[config.mk]
export PLATFORM = sky130hd
export DESIGN_NAME = ab_mutex_arbiter
export DESIGN_NICKNAME = d
export VERILOG_FILES = /design/src/rtl/ab_mutex_arbiter.sv
export SDC_FILE = /design/constraint.sdc
export NUM_CORES = 1
export LEC_CHECK = 0
export ABC_CLOCK_PERIOD_IN_PS = 3900
export CAP_MARGIN = 40
export CORE_ASPECT_RATIO = 0.9
export CORE_MARGIN = 3
export CORE_UTILIZATION = 34
export DETAILED_ROUTE_END_ITERATION = 12
export HOLD_SLACK_MARGIN = 0.06
export SYNTH_ARGS = -nofsm -noshare
export SYNTH_HDL_FRONTEND = slang
export SYNTH_SLANG_ARGS = --single-unit
[constraint.sdc]
create_clock -name clk -period 3.9 [get_ports clk]
set_input_delay 0.39 -clock clk [delete_from_list [all_inputs] [get_ports clk]]
set_output_delay 0.39 -clock clk [all_outputs]
set_load 0.005 [all_outputs]
[src/rtl/ab_mutex_arbiter.sv]
// Two-requester mutual-exclusion arbiter with round-robin tie break,
// a bounded hold time, a forced dead cycle between grants and a saturating grant counter.
module ab_mutex_arbiter #(
    parameter int unsigned MAX_HOLD = 8,
    parameter int unsigned CNT_W    = 8
) (
    input  logic             clk,
    input  logic             rst_n,
    input  logic             req_a,
    input  logic             req_b,
    input  logic             rel,
    output logic             a,
    output logic             b,
    output logic             busy,
    output logic             timeout,
    output logic [CNT_W-1:0] grant_cnt
);

    typedef enum logic [1:0] {
        IDLE  = 2'd0,
        GNT_A = 2'd1,
        GNT_B = 2'd2,
        GAP   = 2'd3
    } state_e;

    localparam int unsigned      HOLD_W   = 8;
    localparam logic [HOLD_W-1:0] HOLD_LIM = HOLD_W'(MAX_HOLD);
    localparam logic [HOLD_W-1:0] HOLD_ONE = HOLD_W'(1);
    localparam logic [CNT_W-1:0]  CNT_SAT  = '1;
    localparam logic [CNT_W-1:0]  CNT_ONE  = CNT_W'(1);

    state_e              state_q, state_d;
    logic [HOLD_W-1:0]   hold_q, hold_d;
    logic                last_b_q, last_b_d;
    logic                a_q, a_d;
    logic                b_q, b_d;
    logic                timeout_q, timeout_d;
    logic [CNT_W-1:0]    grant_cnt_q, grant_cnt_d;
    logic                grant_start;

    // NOTE: every signal written here gets a default first, so no path
    // through the case can leave one unassigned and infer a latch.
    always_comb begin
        state_d     = state_q;
        hold_d      = hold_q;
        last_b_d    = last_b_q;
        timeout_d   = 1'b0;
        grant_cnt_d = grant_cnt_q;
        grant_start = 1'b0;

        unique case (state_q)
            IDLE: begin
                // A wins a tie only when B held the resource last.
                if (req_a && (!req_b || last_b_q)) begin
                    state_d     = GNT_A;
                    last_b_d    = 1'b0;
                    grant_start = 1'b1;
                end else if (req_b) begin
                    state_d     = GNT_B;
                    last_b_d    = 1'b1;
                    grant_start = 1'b1;
                end
            end
            GNT_A, GNT_B: begin
                if (rel) begin
                    state_d = GAP;
                    hold_d  = '0;
                end else if (hold_q == HOLD_LIM) begin
                    state_d   = GAP;
                    hold_d    = '0;
                    timeout_d = 1'b1;
                end else begin
                    hold_d = hold_q + HOLD_ONE;
                end
            end
            GAP: begin
                state_d = IDLE;
            end
            default: begin
                state_d = IDLE;
                hold_d  = '0;
            end
        endcase

        if (grant_start) begin
            hold_d = HOLD_ONE;
            if (grant_cnt_q != CNT_SAT) begin
                grant_cnt_d = grant_cnt_q + CNT_ONE;
            end
        end

        // Grant outputs are decoded from the next state so they come straight off flops.
        a_d = (state_d == GNT_A);
        b_d = (state_d == GNT_B);
    end

    // NOTE: sequential state uses non-blocking assignments so all flops
    // update together from values sampled before the edge.
    always_ff @(posedge clk or negedge rst_n) begin
        if (!rst_n) begin
            state_q     <= IDLE;
            hold_q      <= '0;
            last_b_q    <= 1'b1;
            a_q         <= 1'b0;
            b_q         <= 1'b0;
            timeout_q   <= 1'b0;
            grant_cnt_q <= '0;
        end else begin
            state_q     <= state_d;
            hold_q      <= hold_d;
            last_b_q    <= last_b_d;
            a_q         <= a_d;
            b_q         <= b_d;
            timeout_q   <= timeout_d;
            grant_cnt_q <= grant_cnt_d;
        end
    end

    assign a         = a_q;
    assign b         = b_q;
    assign busy      = a_q | b_q;
    assign timeout   = timeout_q;
    assign grant_cnt = grant_cnt_q;

endmodule
==> flow_metrics.tcl <==
set metrics [dict create \
    cp_data_arrival_time_ps 2140 \
    synth.distinct_cells 32 \
    worstMarginPinSlew_ps 484 \
    cts_hold_buf 0 \
    rsz0062_at_grt "no" \
    synth_area_um2 1130 \
    gp_congestion 0.751 \
    cts_max_path_buffers 2 \
    finalCritPeriodShare_pct 49.7 \
    slowest_delay_ps 510 \
    die_h_um 60.6 \
    cts_root_buf "clkbuf_8" \
    cts_buffers 3 \
    cts_resized 0 \
    critPathSlowestCell "or4_1" \
    yosys-top-cells-area "dfrtp_1, ha_1, nand2_1" \
    hold_path.class "in -> async" \
    cp_data_required_time_ps 4110 \
    first_pass_iters 4 \
    drt-total-wl_um 2210 \
    first_iter_violations 28 \
    yosys-top-cells-count "dfrtp_1, nand2_1, inv_1, xnor2_1" \
    initial_core_util_pct 36.2 \
    cts_tree "done" \
    grtUsageTotal_pct 12.6 \
    finalSetupViolCount 0 \
    async_flop_share_pct 100 \
    hold-worst-slack_ps 408 \
    r2r-start "state_q[0]" \
    dieArea_um2 4040 \
    finalPower_mw 1.02 \
    pwr_density_cell_nw_per_um2 713 \
    r2r_end "hold_q[7]" \
    max_cap_violations 0 \
    rrSetupSlack_ps 1960 \
    synth_ff_type "dfrtp_1" \
    yosysMostFrequentCell "dfrtp_1" \
    rr_worst_depth 6 \
    die_w_um 66.7 \
    grt_pass1_wl_um 3850 \
    postSynthCellCount 108 \
    insertion_delay_ps 270 \
    pin_count 17 \
    coreArea_um2 3110 \
    setup-tns-final_ps 0 \
    clock_skew_ps 2.60 \
    nNetsFinal 139 \
    diodes 0 \
    yosys.area.top_type_share_pct 46.6 \
    critPathBufInv 1 \
    drc_errors 0 \
    grt_pass1_vias 849 \
    htreeDepth 1 \
    met1Wirelength_um 1120 \
    start_kind "flip-flop" \
    path_class "reg -> reg" \
    yosys_warnings 0 \
    crit_chain "inv_1 > ha_1 > nand2b_1 > a211o_1 > or4_1 > nand3_1" \
    fillers 294 \
    hold_violations 0 \
    synth_edf_count 0 \
    route.met2.wl_um 967 \
    cts_sinks 22 \
    ys_ff_latch 22 \
    place.port_buffers 16 \
    wl_met3_um 90 \
    via_per_inst 5.16 \
    synth_area_leader_cell "dfrtp_1" \
    critPathMaxFanout 9 \
    dp_hpwl_um 1670 \
    top_layer "met4" \
    p_leak_nw 0.610 \
    critPathTopFamily "simple AND/OR/NAND/NOR gates" \
    grt_start_max_net_pins 18 \
    drtAntennaViolNets 0 \
    fmaxAchievable_mhz 516 \
    finalMaxSlewViolations 0 \
    drive_above_1_share_pct 9.38 \
    wl_per_cell_um 13.0 \
    endpoint_kind "flip-flop" \
    grt-ovfl-total 0 \
    period_needed_ps 1940 \
    status "complete, no violations" \
    ys_seq_area_share_pct 48.9 \
    utilization_pct 46.0 \
    num_vias 877 \
    clk_pin_slew_ps 80 \
    areaGrowthSynthToFinish_pct 27.2 \
    syn-num-nets 118 \
    post_cts_buffers 0 \
    relSlewSlack_pct 67.4 \
    vdd_ir_drop_max_mv 0.368 \
    antenna_found_initial 0 \
    rows 19 \
    avgSynthCellArea_um2 10.4 \
]
==> layout by cell type, fill, tap and decap left out, types with 4 or more instances in the layout <==
| master | count |
|---|---|
| clkdlybuf4s50_1 | 16 |
| and3_1 | 4 |
| nand3_1 | 5 |
| nand2_1 | 14 |
| xnor2_1 | 6 |
| o21ai_0 | 5 |
| nor2_1 | 5 |
| dfrtp_1 | 21 |
| inv_1 | 6 |
| ha_1 | 5 |
==> worst max-delay path by stage <==
stage / endpoint / slack, ps / startpoint / depth (start not counted)
after floorplan: hold_q[7] / 2100 / state_q[0] / 7
after global placement: grant_cnt[1] / 1830 / req_a / 4
after detailed placement: grant_cnt[1] / 1790 / req_a / 4
after CTS: hold_q[7] / 1960 / state_q[0] / 6
after global routing: hold_q[7] / 1820 / state_q[0] / 6
final: hold_q[7] / 1960 / state_q[0] / 6
==> per-stage QoR <==
stage	cell area, um2	setup slack, ps	std cells
after floorplan	1130	2100	108
after global placement	1340	1830	165
after detailed placement	1360	1790	166
after CTS	1430	1960	170
after global routing	1430	1820	170
final	1430	1960	170
==> layout make-up <==
class | count | area (um2) | share of cell area [%]
clock inverters | 1 | 30.0 | 2.09
multi-input cells | 79 | 548 | 38.2
well taps | 42 | 52.6 | 3.66
repair buffers | 17 | 188 | 13.1
flip-flops and latches | 22 | 552 | 38.5
inverters | 6 | 22.5 | 1.57
clock buffers | 3 | 41.3 | 2.88
==> cell families (layout without fill, tap and decap cells) <==
| group | count (synthesis) | in the layout | synth area share [%] |
|---|---|---|---|
| adder cells (fa/ha/maj) | 5 | 5 | 5.55 |
| flip-flops | 22 | 22 | 48.9 |
| XOR/XNOR | 9 | 9 | 6.99 |
| AND/OR/NAND/NOR | 40 | 40 | 19.4 |
| multiplexers | 1 | 1 | 0.999 |
| AO/OA/AOI/OAI | 24 | 24 | 15.6 |
| buffers and inverters | 7 | 27 | 2.44 |
==> state kept, by name (all words and copies together), names as in the netlist <==
name and count:
state_q 2, b 1, timeout 1, last_b_q 1, grant_cnt 8, a 1, hold_q 8
==> metal layers <==
layer | up-vias | track usage (%)
met5 | - | 0
met4 | 0 | 3.48
met3 | 4 | 4.63
met2 | 16 | 19.6
met1 | 424 | 16.6
li1 | 433 | -
==> power breakdown <==
group          total, mW  switching (mW)  internal (mW)
logic              0.434           0.219          0.216
registers          0.374          0.0705          0.303
clock network      0.215          0.0775          0.137
No activity file was read; power rests on OpenSTA's default activity.
